===== src/rtl/weight_plane_sequencer.sv =====
// Bit-serial signed dot-product sequencer: issues weight bit-planes MSB first and accumulates returned partial sums.
// Latency: 2*W_BITS+1 cycles from start to done with zero-wait psum; each psum_valid stall adds one cycle per plane.
// Backpressure: waits indefinitely for psum_valid per plane; start ignored while busy. Optional EARLY_TERM_EN enables negative-result early exit.
module weight_plane_sequencer #(
    parameter int N_LANES = 32,
    parameter int W_BITS  = 8,
    parameter int PSUM_W  = 21,
    parameter int ACC_W   = 32
) (
    input  logic                        clk,
    input  logic                        rst_n,
    input  logic                        start,
    input  logic [N_LANES*W_BITS-1:0]   weights,
    input  logic [PSUM_W-1:0]           psum_bound,
    output logic [N_LANES-1:0]          weight_bits,
    output logic                        plane_valid,
    input  logic [PSUM_W-1:0]           psum,
    input  logic                        psum_valid,
    output logic                        busy,
    output logic [ACC_W-1:0]            acc_out,
    output logic                        done,
    output logic                        terminated
);
    localparam int KW = (W_BITS > 1) ? $clog2(W_BITS) : 1;
    localparam logic [KW-1:0] K_TOP = KW'(W_BITS - 1);

    typedef enum logic [1:0] {S_IDLE, S_ISSUE, S_WAIT, S_DONE} state_t;

    state_t                      state, state_nxt;
    logic [N_LANES*W_BITS-1:0]   w_reg;
    logic [KW-1:0]               k;
    logic [ACC_W-1:0]            acc;
    logic [ACC_W-1:0]            acc_upd;
    logic [ACC_W-1:0]            psum_ext;
    logic                        early_stop;
    logic                        finish_op;

    // The top plane carries the two's-complement sign weight, so it subtracts.
    assign psum_ext = ACC_W'(psum);
    assign acc_upd  = (k == K_TOP) ? ({acc[ACC_W-2:0], 1'b0} - psum_ext)
                                   : ({acc[ACC_W-2:0], 1'b0} + psum_ext);

`ifdef EARLY_TERM_EN
    localparam int EW = ACC_W + W_BITS;

    logic [PSUM_W-1:0] bound_reg;
    logic              term_q;
    logic [EW-1:0]     acc_wide;
    logic [EW-1:0]     plane_mask;
    logic [EW-1:0]     best_case;

    // Most optimistic final value: every remaining plane returns psum_bound.
    assign acc_wide   = {{W_BITS{acc_upd[ACC_W-1]}}, acc_upd};
    assign plane_mask = (EW'(1) << k) - EW'(1);
    assign best_case  = (acc_wide << k) + (EW'(bound_reg) * plane_mask);
    assign early_stop = (k != '0) && best_case[EW-1];
`else
    logic unused_bound;

    assign unused_bound = &{1'b0, psum_bound};
    assign early_stop   = 1'b0;
`endif

    assign finish_op = (k == '0) || early_stop;

    always_ff @(posedge clk or negedge rst_n) begin
        if (!rst_n) begin
            state <= S_IDLE;
        end else begin
            state <= state_nxt;
        end
    end

    always_comb begin
        state_nxt = state;
        case (state)
            S_IDLE:  if (start) state_nxt = S_ISSUE;
            S_ISSUE: state_nxt = S_WAIT;
            S_WAIT:  if (psum_valid) state_nxt = finish_op ? S_DONE : S_ISSUE;
            S_DONE:  state_nxt = S_IDLE;
            default: state_nxt = S_IDLE;
        endcase
    end

    always_ff @(posedge clk or negedge rst_n) begin
        if (!rst_n) begin
            w_reg   <= '0;
            k       <= '0;
            acc     <= '0;
            acc_out <= '0;
`ifdef EARLY_TERM_EN
            bound_reg <= '0;
            term_q    <= 1'b0;
`endif
        end else begin
            if (state == S_IDLE && start) begin
                w_reg <= weights;
                acc   <= '0;
                k     <= K_TOP;
`ifdef EARLY_TERM_EN
                bound_reg <= psum_bound;
`endif
            end else if (state == S_WAIT && psum_valid) begin
                acc <= acc_upd;
                if (finish_op) begin
                    acc_out <= early_stop ? '0 : acc_upd;
`ifdef EARLY_TERM_EN
                    term_q  <= early_stop;
`endif
                end else begin
                    k <= k - KW'(1);
                end
            end
        end
    end

    always_comb begin
        weight_bits = '0;
        plane_valid = 1'b0;
        busy        = (state != S_IDLE);
        done        = (state == S_DONE);
        if (state == S_ISSUE || state == S_WAIT) begin
            for (int i = 0; i < N_LANES; i++) begin
                weight_bits[i] = w_reg[i*W_BITS + int'(k)];
            end
        end
        if (state == S_ISSUE) plane_valid = 1'b1;
    end

`ifdef EARLY_TERM_EN
    assign terminated = (state == S_DONE) && term_q;
`else
    assign terminated = 1'b0;
`endif

endmodule


===== config.mk =====
export PLATFORM = sky130hd
export DESIGN_NAME = weight_plane_sequencer
export DESIGN_NICKNAME = d
export VERILOG_FILES = /design/src/rtl/weight_plane_sequencer.sv
export SDC_FILE = /design/constraint.sdc
export NUM_CORES = 1
export LEC_CHECK = 0
export BUFFER_PORTS_ARGS = -buffer_cell sky130_fd_sc_hd__buf_2
export CAP_MARGIN = 5
export CORE_ASPECT_RATIO = 1.4
export CORE_MARGIN = 2
export CORE_UTILIZATION = 55
export CTS_BUF_LIST = sky130_fd_sc_hd__clkbuf_8
export DETAILED_ROUTE_END_ITERATION = 7
export GPL_TIMING_DRIVEN = 0
export HOLD_SLACK_MARGIN = 0.12
export PLACE_DENSITY = 0.8
export SKIP_LAST_GASP = 1
export SLEW_MARGIN = 20
export SYNTH_ARGS = -nofsm -noshare
export SYNTH_HDL_FRONTEND = slang
export SYNTH_SLANG_ARGS = --single-unit

===== constraint.sdc =====
create_clock -name clk -period 7.85 [get_ports clk]
set_clock_uncertainty 0.15 [all_clocks]
set_input_delay 0 -clock clk [delete_from_list [all_inputs] [get_ports clk]]
set_output_delay 0 -clock clk [all_outputs]
set_load 0.01 [all_outputs]

==> results of run 1 <==
## routing by layer
| layer | GRT overflow | track usage (%) |
|---|---|---|
| met1 | 0 | 64.89 |
| met2 | 1 | 89.36 |
| met3 | 0 | 41.81 |
| met4 | 4 | 64.19 |
| met5 | 0 | 5.804 |
## per-stage QoR
| stage | instances | setup slack, ns | hold WS [ns] | instance area [um2] | util [%] |
|---|---|---|---|---|---|
| detailed placement | 2718 | 3.978 | -0.09835 | 19600 | 63.60 |
| global placement | 2714 | 0.6851 | 0.04019 | 19490 | 63.26 |
| floorplan | 1977 | 5.063 | -0.4456 | 17270 | - |
| CTS | 3355 | 3.606 | 0.1237 | 26190 | 85.01 |
## kinds of logic after synthesis
| kind of cell | Yosys count | synth area share (%) |
|---|---|---|
| AND/OR/NAND/NOR | 1052 | 24.65 |
| flip-flops | 324 | 46.96 |
| AO/OA/AOI/OAI | 244 | 8.696 |
| buffers and inverters | 176 | 3.957 |
| multiplexers | 100 | 10.49 |
| adder cells (fa/ha/maj) | 50 | 3.710 |
| XOR/XNOR | 30 | 1.522 |
| other | 1 | 0.02172 |
## what timing repair did
item | 4_1_cts
endpoints found under the hold margin | 625
resized for setup | 0
hold buffers | 544
==> results.sh, run 1 <==
export IMPL_start_util_pct=56.04
export IMPL_overflow=5
export IMPL_ys_ff_latch=324
export IMPL_grt_first_pass_wirelength_um=156100
export IMPL_ys_top_cells_by_area="dfrtp_1, nand2_1, mux4_2"
export IMPL_synth_fp_nets=2329
export IMPL_grtUsageTotal_pct=65.05
export IMPL_yosys_area_top_type="dfrtp_1"
export IMPL_grt_pass1_vias=25460
export IMPL_ys_top_cells_by_count="nand2_1, dfrtp_1, clkbuf_1"
export IMPL_synth_most_common_cell="nand2_1"
export IMPL_synth_edf_count=0
export IMPL_synth_top_cell_area_share_pct=46.96
export IMPL_grt_max_degree=103
export IMPL_io_pins=370
export IMPL_h_tree_depth=2
export IMPL_status="aborted with a tool error"
export IMPL_gp_congestion=1.008
export IMPL_cts_buffers=51
export IMPL_syn_inst=1977
export IMPL_async_flop_share_pct=100.0
export IMPL_die_width_um=153.7
export IMPL_portBuffers=347
export IMPL_post_cts_setup_buffer_count=0
export IMPL_ys_warn_count=0
export IMPL_clk_path_buf_depth=3
export IMPL_place_hpwl_um=43070
export IMPL_fp_row_count=76
export IMPL_seq_area_frac_synth_pct=46.96
export IMPL_clkSinkCount=324
export IMPL_yosys_most_used_dff="dfrtp_1"
export IMPL_syn_area_mm2=0.01727
export IMPL_die_y_um=213.6
export IMPL_stop_error="[ERROR GRT-0116] Global routing finished with congestion. Check the congestion regions in the DRC Viewer."
export IMPL_clk_root_buffer_cell="clkbuf_8"
export IMPL_synth_cell_types=72
export IMPL_stop_stage="global routing (5_1_grt)"
export IMPL_synth_area_per_cell_um2=8.733
==> inputs of run 2 (changes only) <==
--- a/config.mk
+++ b/config.mk
@@ -7,14 +7,11 @@
 export LEC_CHECK = 0
 export BUFFER_PORTS_ARGS = -buffer_cell sky130_fd_sc_hd__buf_2
 export CAP_MARGIN = 5
-export CORE_ASPECT_RATIO = 1.4
 export CORE_MARGIN = 2
-export CORE_UTILIZATION = 55
-export CTS_BUF_LIST = sky130_fd_sc_hd__clkbuf_8
+export CORE_UTILIZATION = 40
 export DETAILED_ROUTE_END_ITERATION = 7
 export GPL_TIMING_DRIVEN = 0
-export HOLD_SLACK_MARGIN = 0.12
-export PLACE_DENSITY = 0.8
+export PLACE_DENSITY_LB_ADDON = 0.15
 export SKIP_LAST_GASP = 1
 export SLEW_MARGIN = 20
 export SYNTH_ARGS = -nofsm -noshare
==> run 2 against run 1 <==
Area after synthesis is the same. The run now ends clean. Synthesized cell count is the same.
==> results.sh, run 2 <==
export IMPL_status="complete, no violations"
export IMPL_overflow=0
export IMPL_io_pins=370
export IMPL_grtUsageTotal_pct=27.93
export IMPL_leakage_nw=12.49
export IMPL_grt_pass1_vias=17700
export IMPL_die_y_um=211.8
export IMPL_cts_buffers=38
export IMPL_tightest_slew_ns=0.9940
export IMPL_hp_class="in -> reg"
export IMPL_power_total_w=0.008744
export IMPL_wl_per_cell_um=19.02
export IMPL_clkSinkCount=324
export IMPL_synth_most_common_cell="nand2_1"
export IMPL_synth_fp_nets=2329
export IMPL_hold_depth=6
export IMPL_gp_congestion=0.9392
export IMPL_wl_um=62350
export IMPL_finalCritPeriodShare_pct=50.83
export IMPL_synth_area_per_cell_um2=8.733
export IMPL_syn_inst=1977
export IMPL_portBuffers=347
export IMPL_ys_top_cells_by_area="dfrtp_1, nand2_1, mux4_2"
export IMPL_r2r_end="state[1]"
export IMPL_largest_reg_flops=256
export IMPL_grt_first_pass_wirelength_um=96310
export IMPL_start_kind="flop"
export IMPL_place_hpwl_um=42120
export IMPL_clk_root_buffer_cell="clkbuf_16"
export IMPL_ys_warn_count=0
export IMPL_ys_top_cells_by_count="nand2_1, dfrtp_1, clkbuf_1"
export IMPL_synth_cell_types=72
export IMPL_fmax_mhz=250.6
export IMPL_die_area_mm2=0.04484
export IMPL_clock_latency_ns=0.57
export IMPL_seq_area_frac_synth_pct=46.96
export IMPL_tns_ns=0
export IMPL_slew_viol_final=0
export IMPL_syn_area_mm2=0.01727
export IMPL_cap_violations=0
export IMPL_start_util_pct=40.35
export IMPL_min_from="psum[2]"
export IMPL_async_flop_share_pct=100.0
export IMPL_die_width_um=211.8
export IMPL_cts_repair_resize_count=0
export IMPL_fp_row_count=76
export IMPL_rsz0062_at_grt="no"
export IMPL_clk_path_buf_depth=3
export IMPL_period_minus_slack_ns=3.990
export IMPL_ir_drop_uv=191.4
export IMPL_drt_iter0_drc=1279
export IMPL_h_tree_depth=2
export IMPL_drc_errors=0
export IMPL_core_region_area_mm2=0.04279
export IMPL_cp_end_kind="flop"
export IMPL_finalHoldViolCount=0
export IMPL_area_growth_pct=41.60
export IMPL_crit_type="reg -> reg"
export IMPL_min_to="acc_out[2]"
export IMPL_ys_ff_latch=324
export IMPL_drt_first_pass_iters=7
export IMPL_fin_nets=3048
export IMPL_yosys_most_used_dff="dfrtp_1"
export IMPL_crit_arrival_ns=4.29
export IMPL_crit_required_ns=8.15
export IMPL_final_cell_mix="nand2_1, buf_2, dlygate4sd3_1"
export IMPL_vias=17090
export IMPL_max_slew_margin_rel_pct=33.73
export IMPL_synth_top_cell_area_share_pct=46.96
export IMPL_path_clk_slew_ns=0.06
export IMPL_setup_violations=0
export IMPL_reg2reg_slack_ns=3.86
export IMPL_grt_max_degree=81
export IMPL_antenna_left=0
export IMPL_powerDensity_mw_per_mm2=357.7
export IMPL_cts_tree="built"
export IMPL_antenna_found_initial=3
export IMPL_cp_max_fo=10
export IMPL_synth_edf_count=0
export IMPL_vias_per_cell=5.213
export IMPL_final_layout_size_suffix_gt1_share_pct=18.86
export IMPL_timing_rr_start="k[1]"
export IMPL_r2r_cells=10
export IMPL_yosys_area_top_type="dfrtp_1"
export IMPL_final_common_cell="nand2_1"
run 2: cell counts after synthesis:
Identical to the previous run, type by type.
run 2: final cells by class:
type                            count  area [um2]
Timing Repair Buffer              679        5159
Tap cell                          546       683.2
Clock buffer                       53        1107
Clock inverter                     16       203.9
Inverter                           51       191.4
Fill cell                        3663       18340
Buffer                            125       498.0
Antenna cell                        7       17.52
Sequential cell                   324        8108
Multi-Input combinational cell   1477        8479
run 2: layer usage:
metal	global-route usage [%]	vias up	wire (um)
li1	-	7993	-
met1	36.00	8280	25800
met2	47.43	646	30620
met3	3.976	167	3545
met4	11.27	2	2365
met5	0	-	17
run 2: cell families after synthesis:
kind of cell | count (synthesis) | synth area share [%]
AO/OA/AOI/OAI | 244 | 8.696
XOR/XNOR | 30 | 1.522
adder cells (fa/ha/maj) | 50 | 3.710
buffers and inverters | 176 | 3.957
flip-flops | 324 | 46.96
multiplexers | 100 | 10.49
other | 1 | 0.02172
AND/OR/NAND/NOR | 1052 | 24.65
run 2: critical path, cell delays in order, from the launching register on:
cell           delay, ns
dfrtp_1             0.38
clkbuf_1            0.61
clkbuf_1            0.67
inv_1               0.15
ha_1                0.24
nand2b_1            0.21
a21boi_0            0.15
o21ai_0             0.15
dlygate4sd3_1       0.55
o21ai_0             0.06
dlygate4sd3_1       0.56
run 2: worst max path at each step:
| stage | startpoint | to | slack [ns] | depth (start not counted) |
|---|---|---|---|---|
| after global placement | rst_n | w_reg[59] | 0.28 | 1 |
| after floorplan | acc[0] | acc_out[21] | 5.06 | 11 |
| after detailed placement | k[1] | acc_out[0] | 3.89 | 9 |
| final | k[1] | state[1] | 3.86 | 10 |
| after CTS | k[1] | state[1] | 3.81 | 10 |
| after global routing | k[1] | state[1] | 3.53 | 10 |
run 2: what timing repair did:
action                     in CTS  in global routing
setup endpoints to repair       0                  0
hold buffers                  327                  0
hold endpoints to repair      391                  0
setup buffers                   0                  0
run 2: through the flow:
step	utilization [%]	instances	hold WS (ns)	instance area [um2]	setup slack, ns
final	57.13	3278	0.01399	24450	3.860
after global routing	57.10	3273	0.02762	24430	3.528
after CTS	57.08	3271	0.00004047	24430	3.813
after detailed placement	46.33	2875	-0.1942	19830	3.893
after global placement	46.00	2870	0.03914	19690	0.2775
after floorplan	-	1977	-0.4456	17270	5.063
run 2: power breakdown:
group / leakage (nW) / total [W] / switching [W] / internal (W)
sequential: 4.10 / 0.00277 / 0.000399 / 0.00237
clock: 0.646 / 0.00186 / 0.000769 / 0.00110
combinational: 7.75 / 0.00411 / 0.00242 / 0.00169
total: 12.5 / 0.00874 / 0.00359 / 0.00516
Power figures use the tool's default switching activity.
